## config.mk

```make
export PLATFORM = sky130hd
export DESIGN_NAME = ssd_scan_driver_flat
export DESIGN_NICKNAME = d
export VERILOG_FILES = /design/src/rtl/ssd_if.sv /design/src/rtl/ssd_scan_driver.sv /design/src/flat_wrapper.sv
export SDC_FILE = /design/constraint.sdc
export NUM_CORES = 1
export LEC_CHECK = 0
export ABC_AREA = 1
export BUFFER_PORTS_ARGS = -buffer_cell sky130_fd_sc_hd__buf_4
export CAP_MARGIN = 25
export CORE_MARGIN = 2
export CORE_UTILIZATION = 30
export DETAILED_ROUTE_END_ITERATION = 7
export GPL_TIMING_DRIVEN = 0
export PLACE_DENSITY = 0.57
export SLEW_MARGIN = 10
export SYNTH_ARGS = -nofsm -noshare
export SYNTH_HDL_FRONTEND = slang
export SYNTH_SLANG_ARGS = --single-unit
```

## constraint.sdc

```tcl
create_clock -name clk -period 4.1 [get_ports clk]
set_input_delay 0.615 -clock clk [delete_from_list [all_inputs] [get_ports clk]]
set_output_delay 0.615 -clock clk [all_outputs]
set_load 0.005 [all_outputs]
```

## src/rtl/ssd_if.sv

```systemverilog
// ssd_if: display data, control and pin-side signals of the scan driver.
interface ssd_if #(
  parameter int NUM_DIGITS = 8
);
  localparam int IW = NUM_DIGITS > 1 ? $clog2(NUM_DIGITS) : 1;
  logic [4*NUM_DIGITS-1:0] value;
  logic [NUM_DIGITS-1:0]   dp;
  logic [NUM_DIGITS-1:0]   digit_en;
  logic                    load;
  logic                    lz_blank;
  logic [3:0]              brightness;
  logic                    loaded;
  logic [IW-1:0]           digit_idx;
  logic [NUM_DIGITS-1:0]   anodes;
  logic [7:0]              cathodes;
  modport master (
    output value, dp, digit_en, load, lz_blank, brightness,
    input  loaded, digit_idx, anodes, cathodes
  );
  modport slave (
    input  value, dp, digit_en, load, lz_blank, brightness,
    output loaded, digit_idx, anodes, cathodes
  );
endinterface

```

## src/rtl/ssd_scan_driver.sv

```systemverilog
// ssd_scan_driver: multiplexed N-digit seven-segment driver with double-buffered data, LZ blanking and PWM.
module ssd_scan_driver #(
  parameter int NUM_DIGITS    = 8,
  parameter int SCAN_DIV_BITS = 18,
  parameter int GUARD_CYCLES  = 16
) (
  input logic clk,
  input logic rst,
  ssd_if.slave bus
);
  localparam int IW = NUM_DIGITS > 1 ? $clog2(NUM_DIGITS) : 1;
  logic [SCAN_DIV_BITS-1:0] pc;
  logic [IW-1:0]            idx;
  logic [4*NUM_DIGITS-1:0]  act_val, sh_val;
  logic [NUM_DIGITS-1:0]    act_dp, act_en, sh_dp, sh_en, an_nxt;
  logic                     pending, term, fb, z, cur_dp, cur_en, blank;
  logic [3:0]               nib;
  logic [7:0]               cat_nxt;

  function automatic logic [6:0] seg(input logic [3:0] n);
    case (n)
      4'h0: seg = 7'b0000001;
      4'h1: seg = 7'b1001111;
      4'h2: seg = 7'b0010010;
      4'h3: seg = 7'b0000110;
      4'h4: seg = 7'b1001100;
      4'h5: seg = 7'b0100100;
      4'h6: seg = 7'b0100000;
      4'h7: seg = 7'b0001111;
      4'h8: seg = 7'b0000000;
      4'h9: seg = 7'b0000100;
      4'hA: seg = 7'b0001000;
      4'hB: seg = 7'b1100000;
      4'hC: seg = 7'b0110001;
      4'hD: seg = 7'b1000010;
      4'hE: seg = 7'b0110000;
      default: seg = 7'b0111000;
    endcase
  endfunction

  assign term = &pc;
  assign fb = term && idx == IW'(NUM_DIGITS-1);
  assign bus.digit_idx = idx;

  always_ff @(posedge clk or posedge rst) begin
    if (rst) begin
      pc  <= '0;
      idx <= '0;
    end else begin
      pc <= pc + 1'b1;
      if (term) idx <= fb ? '0 : idx + 1'b1;
    end
  end

  // A load landing on the frame boundary bypasses the shadow entirely.
  always_ff @(posedge clk or posedge rst) begin
    if (rst) begin
      {act_val, act_dp, act_en} <= '0;
      {sh_val, sh_dp, sh_en}    <= '0;
      pending    <= 1'b0;
      bus.loaded <= 1'b0;
    end else begin
      bus.loaded <= fb && (bus.load || pending);
      if (bus.load && !fb) begin
        {sh_val, sh_dp, sh_en} <= {bus.value, bus.dp, bus.digit_en};
        pending <= 1'b1;
      end else if (fb) pending <= 1'b0;
      if (fb && (bus.load || pending))
        {act_val, act_dp, act_en} <= bus.load ? {bus.value, bus.dp, bus.digit_en}
                                              : {sh_val, sh_dp, sh_en};
    end
  end

  // Walk from the top digit down so z means "this digit and all above are zero".
  always_comb begin
    z      = 1'b1;
    nib    = '0;
    cur_dp = 1'b0;
    cur_en = 1'b0;
    blank  = 1'b0;
    an_nxt = '1;
    for (int i = NUM_DIGITS-1; i >= 0; i--) begin
      z = z && act_val[4*i +: 4] == 4'h0;
      if (idx == IW'(i)) begin
        nib       = act_val[4*i +: 4];
        cur_dp    = act_dp[i];
        cur_en    = act_en[i];
        blank     = bus.lz_blank && i != 0 && z;
        an_nxt[i] = !(act_en[i] && pc >= SCAN_DIV_BITS'(GUARD_CYCLES)
                      && pc[SCAN_DIV_BITS-1 -: 4] <= bus.brightness);
      end
    end
    cat_nxt = cur_en ? {blank ? 7'h7F : seg(nib), ~cur_dp} : 8'hFF;
  end

  always_ff @(posedge clk or posedge rst) begin
    if (rst) begin
      bus.anodes   <= '1;
      bus.cathodes <= 8'hFF;
    end else begin
      bus.anodes   <= an_nxt;
      bus.cathodes <= cat_nxt;
    end
  end
endmodule

```

## src/flat_wrapper.sv

```systemverilog
// flat-port wrapper written by rule: the top's interface ports become plain ports
module ssd_scan_driver_flat 
#(
  parameter int NUM_DIGITS    = 8,
  parameter int SCAN_DIV_BITS = 18,
  parameter int GUARD_CYCLES  = 16
)
  (clk, rst, bus_value, bus_dp, bus_digit_en, bus_load, bus_lz_blank, bus_brightness, bus_loaded, bus_digit_idx, bus_anodes, bus_cathodes);
  ssd_if #(.NUM_DIGITS(NUM_DIGITS)) bus_i ();
  input logic clk;
  input logic rst;
  input wire logic [$bits(bus_i.value)-1:0] bus_value;
  input wire logic [$bits(bus_i.dp)-1:0] bus_dp;
  input wire logic [$bits(bus_i.digit_en)-1:0] bus_digit_en;
  input wire logic [$bits(bus_i.load)-1:0] bus_load;
  input wire logic [$bits(bus_i.lz_blank)-1:0] bus_lz_blank;
  input wire logic [$bits(bus_i.brightness)-1:0] bus_brightness;
  output wire logic [$bits(bus_i.loaded)-1:0] bus_loaded;
  output wire logic [$bits(bus_i.digit_idx)-1:0] bus_digit_idx;
  output wire logic [$bits(bus_i.anodes)-1:0] bus_anodes;
  output wire logic [$bits(bus_i.cathodes)-1:0] bus_cathodes;
  assign bus_i.value = bus_value;
  assign bus_i.dp = bus_dp;
  assign bus_i.digit_en = bus_digit_en;
  assign bus_i.load = bus_load;
  assign bus_i.lz_blank = bus_lz_blank;
  assign bus_i.brightness = bus_brightness;
  assign bus_loaded = bus_i.loaded;
  assign bus_digit_idx = bus_i.digit_idx;
  assign bus_anodes = bus_i.anodes;
  assign bus_cathodes = bus_i.cathodes;
  ssd_scan_driver #(.NUM_DIGITS(NUM_DIGITS), .SCAN_DIV_BITS(SCAN_DIV_BITS), .GUARD_CYCLES(GUARD_CYCLES)) u_core (.clk(clk), .rst(rst), .bus(bus_i));
endmodule
```

Word level (Yosys, flattened, before mapping):

Memories as Yosys holds them, arrays and structs flattened.
Index checks and enable logic that the tools add are counted.

* flip-flop bits (word level): 135
* memories: 1
* output and inout port bits: 20
* logic and storage cells: 123
* latch bits: 0
* bits in read-only memories: 112
* RAM bits: 0

Memory list
* (no name shown): words 16, width 7, rd ports 1, clocked after memory_dff 0, wr ports 0, RTL line ssd_scan_driver.sv:21 `case (n)`

* $mul: 0
* reduce and logical (&&, ||, !) cells: 52
* $lt $le $gt $ge: 2
* mux-type cells: 46
* div/mod/pow operators: 0
* shift operators: 0
* bitwise operators: 1
* add/sub/neg operators: 2
* eq/ne operators: 7

Operators by type and width (count)
* two-way mux 48 bit: 1
* two-way mux 1 bit: 34
* logical AND 1 bit: 32
* two-way mux 4 bit: 8
* zero test 4 bit: 7
* adder 18 x 1 -> 18 bit (second input constant): 1
* >= comparator 18 x 5 -> 1 bit (second input constant): 1
* AND reduction 18 bit: 1
* equality test 3 bit (second input constant): 4
* zero test 1 bit: 9
* two-way mux 8 bit: 1
* two-way mux 7 bit: 1
* equality test 3 x 2 -> 1 bit (second input constant): 2
* less-or-equal comparator 4 bit: 1
* adder 3 x 1 -> 3 bit (second input constant): 1
* equality test 3 x 1 -> 1 bit (second input constant): 1
* zero test 3 bit: 1
* two-way mux 3 bit: 1
* nonzero test 2 bit: 1
* logical OR 1 bit: 1
* inverter 1 bit: 1

Logic depth before layout (Yosys ltp):

Gate-level depths: netlist (run 1).

* depth in word-level cells: 12
* depth in mapped cells: 17

Least setup slack after synthesis (run 1):

Ideal clock, no wire load.

* kind: register to register
* start point: reg u_core.idx[1], in the netlist u_core.bus.digit_idx[1]
* end point: reg u_core.bus.cathodes[4]
* stages on the path, launching flop included: 18
* path slack: 1.921 ns
* buffers on the path: 1
* arrival: 2.093 ns
* library setup time: 0.086 ns
* data required time: 4.014 ns
* cells stage by stage: dfrtp_1 > inv_1 > ha_1 > nand2_1 > clkbuf_1 > inv_1 > a21oi_1 > o21ai_0 > nand2_1 > nand3_1 > nand2_1 > nand2_1 > inv_1 > ha_1 > nand2_1 > nand3_1 > nand2_1 > nand2_1

* word-level cells in the longest chain between the ends: 12

RTL lines
* from (decl): RTL line ssd_scan_driver.sv:13 `logic [IW-1:0] idx;`
* from (signal assigned): RTL line ssd_scan_driver.sv:51 `if (term) idx <= fb ? '0 : idx + 1'b1;`
* equality test 3 bit: RTL line ssd_scan_driver.sv:84 `if (idx == IW'(i)) begin`
* two-way mux 4 bit (8 in series): RTL line ssd_scan_driver.sv:84
* memory (16 x 7 bit)
* two-way mux 7 bit: RTL line ssd_scan_driver.sv:93 `cat_nxt = cur_en ? {blank ? 7'h7F : seg(nib), ~cur_dp} : 8'hFF;`
* two-way mux 8 bit (*): RTL line ssd_scan_driver.sv:93
* via u_core.cat_nxt[4]: RTL line ssd_scan_driver.sv:18 `logic [7:0] cat_nxt;`
* to (signal assigned): RTL line ssd_scan_driver.sv:102 `bus.cathodes <= cat_nxt;`
* to (decl): RTL line ssd_if.sv:22 `output loaded, digit_idx, anodes, cathodes`

The timed path passes the listed nets; every way through them passes the cells marked *.
A chain may end at the register's enable or synchronous reset.

Final worst setup path (run 1):

* start point: reg u_core.idx[2], in the netlist u_core.bus.digit_idx[2]
* end point: reg u_core.bus.cathodes[4]

Same word-level chain as after synthesis.

==> results of run 1 <==
power by group through the flow:
stage | Combinational [µW] | Clock, µW | Sequential (µW)
final | 264 | 1530 | 1440
after global placement | 259 | 0 | 1460
after detailed placement | 270 | 0 | 1460
after global routing | 303 | 1620 | 1450
after floorplan | 158 | 0 | 1450
after CTS | 270 | 1560 | 1440
metal layers:
metal	GRT usage (%)	vias to the layer above
li1	-	2796
met1	21.38	2615
met2	23.94	123
met3	3.579	13
met4	4.272	0
met5	0	-
critical path: stages (launching register included):
cell and delay (ns):
dfrtp_1 0.41, clkbuf_1 0.25, inv_1 0.14, ha_1 0.33, inv_1 0.19, nand2_1 0.17, a21oi_1 0.15, nand2_1 0.08
nand3_1 0.07, nand2_1 0.10, nand2_1 0.17, inv_1 0.08, ha_1 0.28, nand2_1 0.07, nand3_1 0.07, nand2_1 0.06
nand2_1 0.05
metrics by stage:
step / cell area, µm² / hold slack, ns / total power [µW]
after floorplan: 6741 / 0.4142 / 1610
after global placement: 7647 / 0.4518 / 1720
after detailed placement: 7707 / 0.4551 / 1732
after CTS: 8294 / 0.3094 / 3268
after global routing: 8294 / 0.3538 / 3367
final: 8294 / 0.3007 / 3234
area by class of cell:
| type | instances | area [µm²] |
|---|---|---|
| flip-flops and latches | 135 | 3398 |
| plain buffers | 35 | 182.7 |
| clock buffers | 24 | 491.7 |
| inverters | 75 | 285.3 |
| repair buffers | 77 | 615.6 |
| well taps | 280 | 350.3 |
| fillers | 2253 | 13660 |
| clock inverters | 8 | 95.09 |
| multi-input cells | 552 | 2875 |
flip-flops by register name (all words and copies together), names as in the netlist:
signal                count
u_core.bus.digit_idx      3
u_core.sh_en              8
u_core.act_dp             8
u_core.sh_val            32
u_core.bus.cathodes       8
u_core.pc                18
u_core.sh_dp              8
u_core.act_en             8
u_core.act_val           32
u_core.bus.loaded         1
u_core.pending            1
u_core.bus.anodes         8
cell usage after synthesis:
master,count
a32o_1,1
or2_2,6
mux2i_1,32
nor2_2,1
or2_1,1
a21oi_2,1
nand4_1,9
a22oi_1,1
xor2_1,13
nand2_1,230
clkbuf_1,16
nor3_1,9
nor2_1,26
a21oi_1,10
nand3b_1,2
o21bai_1,1
buf_1,3
o31ai_1,1
buf_6,5
ha_1,18
xnor2_1,1
o21ai_0,56
nor3_4,1
inv_1,74
nor3_2,1
inv_2,1
a31oi_1,1
nand3_1,78
buf_2,11
dfrtp_1,119
o211ai_1,3
o21ai_1,41
dfstp_2,16
nand2_2,1
o2111ai_1,1
nor4_1,4
a211oi_1,1
nand3_2,1
cell families (layout without fill, tap and decap cells):
kind of cell,count (synthesis),in the layout
mux,32,32
fa+ha+maj,18,18
xor+xnor,14,14
flops,135,135
compound gates,118,118
simple gates,370,370
buf+inv,110,219
worst paths after layout:
path                                                     to                           startpoint  slack, ns  cells after the start
max                        u_core.bus.cathodes[4]$_DFF_PP1_  u_core.bus.digit_idx[2]$_DFFE_PP0P_       1.35                     16
min                             u_core.sh_en[1]$_DFFE_PP0P_                                  rst       0.30                      2
max reg2reg                u_core.bus.cathodes[4]$_DFF_PP1_  u_core.bus.digit_idx[2]$_DFFE_PP0P_       1.35                     16
min reg2reg                          u_core.pc[0]$_DFF_PP0_               u_core.pc[0]$_DFF_PP0_       0.46                      1
max in group asynchronous    u_core.bus.anodes[5]$_DFF_PP1_                                  rst       2.88                      4
min in group clk              u_core.sh_val[10]$_DFFE_PP0P_                        bus_value[10]       0.43                      3
==> reports/qor.yml, run 1 <==
pwr-share-comb_pct: 8.1
grt_pass1_vias: 5477
final_cell_mix: "nand2_1, dfrtp_1, nand3_1, buf_4, inv_1"
yosys.area_share.simple_pct: 23.53
place_inst: 1154
final_cells: 1186
globalplace.congestion: 0.8624
cts_buffer_depth: 2
outcome: "finished, final reports clean"
powerDensity_nw_per_um2: 389.9
grt_pass1_wl_mm: 28.72
clk_pin_slew_ns: 0.06
dieArea_um2: 23670
numCtsBuffers: 17
seq_area_frac_synth_pct: 50.44
ys_ff_latch: 135
antenna_found_initial: 0
final_nets: 967
post-place-ws_ns: 1.406
clkSinkCount: 135
grt_use_total_pct: 15.33
wl_per_cell_um: 14.59
worstPathRequired_ns: 4.43
sw_frac_of_total_pct: 23.59
rows: 54
tritoncts: "built"
start_kind: "flop"
p_int_uw: 2471
synth_top_area_cell: "dfrtp_1"
firstDrtPassIters: 5
routed.top_layer: "met4"
synth_compound_area_share_pct: 9.229
synth_xor_xnor_area_share_pct: 1.820
fin_crit_sh_pct: 67.03
routed_wl_mm: 17.30
utilization_pct: 37.77
synth_top_family_by_area: "simple AND/OR/NAND/NOR gates"
grt_max_degree: 38
syn_area_um2: 6738
worstMarginPinSlew_ns: 0.7431
drt_iter0_drc: 443
pwr-share-clk_pct: 47.3
vias: 5547
postSynthAreaPerCell_um2: 8.454
setup-tns-final_ns: 0
die_w_um: 153.9
drv_slew: 0
arrival_ns: 3.08
crit_type: "reg2reg"
antenna_left: 0
p_sw_uw: 763.1
wl_met2_mm: 7.861
dpl.hpwl_mm: 12.84
cts_resized: 0
syn_inst: 797
synth.distinct_cells: 38
cts_max_level: 4
cp_max_fo: 7
end_kind: "flop"
diodes: 0
report.final.hold_viol_count: 0
coreArea_um2: 21960
power_frac_seq_pct: 44.5
synth_nets: 871
leakage_uw: 0.004120
synth_mux_area_share_pct: 4.754
ctsHoldBuffers: 0
hold_class: "in2async"
max_slew_margin_pct: 50.46
die_h_um: 153.9
layout_commonest_cell: "nand2_1"
vdd_drop_max_v: 0.0002684
start_util_pct: 30.68
yosys-top-cells-area: "dfrtp_1, nand2_1, dfstp_2"
yosysTopAreaCellShare_pct: 44.20
finalClockSkew_ns: 0.01290
setup_violations: 0
yosys_warnings: 0
area_delta_synth_final_pct: 23.10
fmax_ghz: 0.3638
io_pins: 76
numPortBuffers: 74
fin_crit_ns: 2.748
final_layout_size_suffix_gt1_share_pct: 16.78
via_per_inst: 4.677
grt_setup_unrepaired: "no"
worstSkewPairLatency_ns: 0.43
grt.overflow.total: 0
wl_met3_um: 848
cts_setup_buffers: 0
timing.final.ws_setup_ns: 1.352
drc_errors: 0
wl_met1_mm: 8.441
maxCapViolations: 0
synthAdderAreaFrac_pct: 3.343
cts_root_buf: "clkbuf_16"
No activity file was read; power rests on OpenSTA's default activity.
==> inputs of run 2 (changes only) <==
ABC_AREA = 0   (was 1)
clock period = 2.2 ns   (was 4.1 ns; I/O delays follow)
==> reports/qor.yml, run 2 <==
outcome: "finished with violations"
violations: "setup timing"
arrival_ns: 2.83
numPortBuffers: 74
synth.most_common_cell: "dfrtp_1"
drt_iter0_drc: 246
worstPathRequired_ns: 2.54
seq_area_frac_synth_pct: 49.44
synthFlopType: "dfrtp_1"
crit_top_cell: "buf_8"
maxCapViolations: 0
fin_crit_ns: 2.497
grt_setup_unrepaired: "yes"
diodes: 0
syn_inst: 608
dieArea_um2: 24140
report.final.hold_viol_count: 0
postSynthAreaPerCell_um2: 11.31
antenna_found_initial: 0
synthArstFlopShare_pct: 100.0
vias: 5080
via_per_inst: 4.843
routed_wl_mm: 17.42
crit_chain: "buf_6 -> buf_8 -> inv_4 -> buf_8 -> ha_4 -> nand2b_4 -> nand2_4 -> and3b_2 -> a311oi_4 -> ha_2 -> nand3_2 -> mux2_4 -> o211ai_1"
place_area_um2: 8063
fin_hold_ws_ns: 0.1485
tritoncts: "built"
grt_max_degree: 37
die_h_um: 155.4
cp_max_fo: 8
worstMarginPinSlew_ns: 0.7568
crit_type: "reg2reg"
cts_max_level: 4
grt_pass1_wl_mm: 28.19
powerDensity_nw_per_um2: 629.7
dpl.hpwl_mm: 12.29
finalClockSkew_ns: 0.01049
yosys-top-cells-area: "dfrtp_1, mux2i_1, dfstp_2"
pwr-share-clk_pct: 48.6
start_util_pct: 30.45
p_int_uw: 4648
layout_commonest_cell: "buf_4"
hold_class: "in2reg"
max_slew_margin_pct: 49.55
critPathMaxStageDelay_ns: 0.37
synth_top_area_cell: "dfrtp_1"
critical_path.startpoint: "u_core.bus.digit_idx[2]$_DFFE_PP0P_"
grt_pass1_vias: 5123
final_cell_mix: "buf_4, dfrtp_1, nor2_1, a21oi_1, mux2i_1"
final_layout_size_suffix_gt1_share_pct: 42.80
grt.overflow.total: 0
clkSinkCount: 135
wl_per_cell_um: 16.60
leakage_uw: 0.004269
power_frac_seq_pct: 44.1
crit_slowest_cell: "a311oi_4"
antenna_left: 0
drc_errors: 0
numCtsBuffers: 17
start_kind: "flop"
synth.distinct_cells: 64
globalplace.congestion: 0.8419
yosysTopAreaCellShare_pct: 43.32
syn_area_um2: 6874
io_pins: 76
synthTopCellsByCount: "dfrtp_1, nor2_1, a21oi_1"
ys_ff_latch: 135
die_w_um: 155.4
synth_edf_count: 0
worst-path-buf-inv: 4
worstSkewPairLatency_ns: 0.42
pwr-share-comb_pct: 7.3
setup_violations: 8
fmax_ghz: 0.4004
clk_pin_slew_ns: 0.06
design_area_um2: 9433
rows: 55
fin_crit_sh_pct: 113.5
vdd_drop_max_v: 0.0004380
firstDrtPassIters: 4
grt_use_total_pct: 15.03
cts_root_buf: "clkbuf_16"
sw_frac_of_total_pct: 21.74
synth_nets: 682
final_nets: 825
drv_slew: 0
timing.final.ws_setup_ns: -0.2974
end_kind: "flop"
area_delta_synth_final_pct: 37.22
yosys_warnings: 0
cp_top_family: "simple AND/OR/NAND/NOR gates"
cts_buffer_depth: 2
hold_start: "bus_digit_en[6]"
p_sw_uw: 1291
coreArea_um2: 22570
timing.rr.start: "u_core.bus.digit_idx[2]$_DFFE_PP0P_"
run 2: cell count changes after synthesis, moves of 20 or more:
cell     change
a21oi_1     +49
nor2_1      +38
mux2_2      +30
mux2i_1     +21
nand2_1    -204
nand3_1     -61
mux2_4      +20
o21ai_0     -47
o21ai_1     -38
inv_1       -56
run 2: per-layer routing:
| layer | routed length [µm] | GRT usage (%) | vias up |
|---|---|---|---|
| li1 | - | - | 2445 |
| met1 | 8338 | 21.16 | 2514 |
| met2 | 8033 | 22.97 | 110 |
| met3 | 891 | 4.345 | 11 |
| met4 | 152 | 3.320 | 0 |
| met5 | 0 | 0 | - |
run 2: worst register-to-register path: stages, from the launching register on:
cell and delay [ns]:
dfrtp_2 0.36, buf_6 0.13, buf_8 0.10, inv_4 0.04, buf_8 0.13, ha_4 0.19
nand2b_4 0.10, nand2_4 0.07, and3b_2 0.24, a311oi_4 0.37, ha_2 0.24, nand3_2 0.07
mux2_4 0.29, o211ai_1 0.10
run 2: what timing repair did:
action | 4_1_cts | 5_1_grt
gates resized for setup | 67 | 27
buffers inserted | 28 | 20
setup endpoints to repair | 56 | 74
hold buffers | 1 | 0
hold endpoints to repair | 13 | 0
pin swaps | 21 | 16
run 2: power groups by stage:
stage               Combinational [µW]  Sequential [µW]  Clock [µW]
floorplan                          273             2650           0
global placement                   421             2660           0
detailed placement                 442             2660           0
CTS                                446             2620        2940
global route                       480             2630        3090
finish                             434             2620        2890
run 2: layout make-up:
class                      count  area (µm²)
fill                        2169       13140
multi-input combinational    420        3605
sequential                   135        3407
timing repair buffer         125        1026
clock buffer                  22       464.2
buffer                        34       367.9
tap                          285       356.6
clock inverter                10       127.6
inverter                      18       78.83
run 2: path summary, 6_finish.rpt:
kind | to | slack [ns] | cells after the start
max | u_core.bus.cathodes[4]$_DFF_PP1_ | -0.30 | 13
min | u_core.sh_en[6]$_DFFE_PP0P_ | 0.15 | 2
max reg2reg | u_core.bus.cathodes[4]$_DFF_PP1_ | -0.30 | 13
min reg2reg | u_core.bus.anodes[6]$_DFF_PP1_ | 0.48 | 1
max in group asynchronous | u_core.sh_en[1]$_DFFE_PP0P_ | 1.00 | 5
min in group asynchronous | u_core.sh_val[0]$_DFFE_PP0P_ | 0.49 | 3
run 2: cells by family (layout without fill, tap and decap cells):
kind of cell / Yosys count / count (layout) / share of synthesized area (%)
simple gates: 173 / 173 / 13.21
flops: 135 / 135 / 49.44
compound gates: 110 / 110 / 10.01
mux: 103 / 103 / 17.00
buf+inv: 53 / 209 / 5.024
fa+ha+maj: 18 / 18 / 3.276
xor+xnor: 16 / 16 / 2.039
run 2: through the flow:
stage	setup TNS, ns	setup slack, ns	cells	total power [µW]	utilization [%]
floorplan	-1.137	-0.2434	608	2922	-
global placement	-102.50	-0.7960	967	3076	35.37
detailed placement	-7.164	-0.6120	971	3100	35.72
CTS	-1.761	-0.3166	1032	6006	40.74
global route	-2.481	-0.4104	1049	6193	41.79
finish	-1.670	-0.2974	1049	5940	41.79
==> inputs of run 3 (changes only) <==
ABC_CLOCK_PERIOD_IN_PS = 2200   (was not set)
CELL_PAD_IN_SITES_DETAIL_PLACEMENT = 1   (was not set)
CELL_PAD_IN_SITES_GLOBAL_PLACEMENT = 1   (was not set)
PLACE_DENSITY = 0.66   (was 0.57)
==> reports/qor.yml, run 3 (synthesis gave the netlist of run 2 again) <==
vdd_drop_max_v: 0.0003479
design_area_um2: 9464
multi_input_area_um2: 3608
pwr-share-comb_pct: 7.0
crit_slowest_cell: "dfrtp_2"
outcome: "finished with violations"
setup_violations: 8
wl_per_cell_um: 18.34
antenna_left: 0
diodes: 0
finalClockSkew_ns: 0.01497
regArea_um2: 3402
power_frac_seq_pct: 42.1
fin_crit_ns: 2.563
final_cell_mix: "dfrtp_1, buf_4, nor2_1, mux2i_1, a21oi_1"
place_area_um2: 8043
die_h_um: 155.4
end_kind: "flop"
tritoncts: "built"
io_pins: 76
final_nets: 817
routed_wl_mm: 19.09
critPathMaxStageDelay_ns: 0.47
grt_pass1_wl_mm: 30.85
vias: 5130
globalplace.congestion: 0.8539
setup-tns-final_ns: -2.176
die_w_um: 155.4
grt.overflow.total: 0
firstDrtPassIters: 4
final_cells: 1041
report.final.hold_viol_count: 0
numPortBuffers: 74
timing.final.ws_setup_ns: -0.3627
grt_setup_unrepaired: "yes"
fin_crit_sh_pct: 116.5
drc_errors: 0
cts_max_level: 4
arrival_ns: 2.91
max_slew_margin_pct: 50.89
start_kind: "flop"
dpl.hpwl_mm: 13.28
via_per_inst: 4.928
grt_max_degree: 41
cts_buffer_depth: 2
dieArea_um2: 24140
start_util_pct: 30.45
fmax_ghz: 0.3902
worstMarginPinSlew_ns: 0.7352
violations: "setup timing"
numCtsBuffers: 17
pwr-share-clk_pct: 50.9
antenna_found_initial: 0
clkSinkCount: 135
maxCapViolations: 0
rows: 55
drv_slew: 0
final_layout_size_suffix_gt1_share_pct: 41.80
cp_max_fo: 8
powerDensity_nw_per_um2: 658.0
fill_cells: 2417
grt_use_total_pct: 16.46
worstPathRequired_ns: 2.54
sw_frac_of_total_pct: 21.44
place_inst: 970
grt_pass1_vias: 5803
drt_iter0_drc: 208
area_delta_synth_final_pct: 37.68
clk_pin_slew_ns: 0.06
crit_type: "reg2reg"
ctsHoldBuffers: 0
coreArea_um2: 22570
layout_commonest_cell: "dfrtp_1"
leakage_uw: 0.004284
p_sw_uw: 1335
worstSkewPairLatency_ns: 0.43
cts_root_buf: "clkbuf_16"
hold_class: "in2async"
p_int_uw: 4892
crit_chain: "ha_4 -> buf_8 -> buf_8 -> nor2b_4 -> o41ai_4 -> a32oi_4 -> inv_2 -> ha_4 -> nand3_2 -> mux2_4 -> o211ai_1"
## run 3: changes by cell type in the layout (fill, tap and decap cells not counted), sizes merged
cell / previous run / this run
dlygate4sd3: 1 / 0
clkinvlp: 2 / 4
inv: 17 / 18
clkinv: 6 / 2
buf: 154 / 146
bufinv: 3 / 5
## run 3: power groups by stage
stage / Sequential, µW / Clock (µW) / Combinational [µW]
2_1_floorplan: 2650 / 0 / 273
3_3_place_gp: 2660 / 0 / 413
3_5_place_dp: 2660 / 0 / 440
4_1_cts: 2620 / 3250 / 447
5_1_grt: 2630 / 3350 / 484
6_report: 2620 / 3170 / 438
## run 3: layer usage
layer	global-route usage (%)	up-vias	part of all wire (%)
li1	-	2443	-
met1	20.05	2590	44
met2	28.21	79	51
met3	4.735	18	4.2
met4	5.068	0	1.2
met5	0	-	0
## run 3: worst paths after layout
kind | slack [ns] | from | cells after the start | end
min reg2reg | 0.47 | u_core.act_en[1]$_DFFE_PP0P_ | 1 | u_core.bus.anodes[1]$_DFF_PP1_
min | 0.03 | rst | 2 | u_core.sh_dp[2]$_DFFE_PP0P_
min in group clk | 0.15 | bus_dp[6] | 2 | u_core.sh_dp[6]$_DFFE_PP0P_
max in group asynchronous | 1.46 | rst | 3 | u_core.bus.cathodes[2]$_DFF_PP1_
max reg2reg | -0.36 | u_core.bus.digit_idx[0]$_DFFE_PP0P_ | 11 | u_core.bus.cathodes[4]$_DFF_PP1_
max | -0.36 | u_core.bus.digit_idx[0]$_DFFE_PP0P_ | 11 | u_core.bus.cathodes[4]$_DFF_PP1_
## run 3: timing repair
action,4_1_cts,5_1_grt
buffers inserted,34,6
pin swaps,17,13
resized for setup,73,24
setup endpoints to repair,86,103
## run 3: area by class of cell
type | instances | share of cell area [%]
Inverter | 18 | 0.8858
Clock inverter | 11 | 2.062
Clock buffer | 21 | 4.865
Multi-Input combinational cell | 420 | 38.13
Tap cell | 285 | 3.768
Buffer | 34 | 4.244
Timing Repair Buffer | 117 | 10.10
Sequential cell | 135 | 35.95
## run 3: per-stage QoR
stage          hold WS, ns  setup WS, ns  util (%)  total power, µW
2_1_floorplan       0.4128       -0.2434         -             2922
3_3_place_gp        0.4540       -0.6229     35.37             3068
3_5_place_dp        0.4559       -0.7442     35.63             3102
4_1_cts            0.03834       -0.3431     41.29             6320
5_1_grt            0.06651       -0.4543     41.93             6459
6_report           0.02521       -0.3627     41.93             6227
## run 3: worst max-delay path, delay by kind of cell (launching register included)
family,cells,cell delay (ns)
compound gates,3,0.67
fa+ha+maj,2,0.39
buf+inv,3,0.44
flops,1,0.47
mux,1,0.28
simple gates,2,0.21
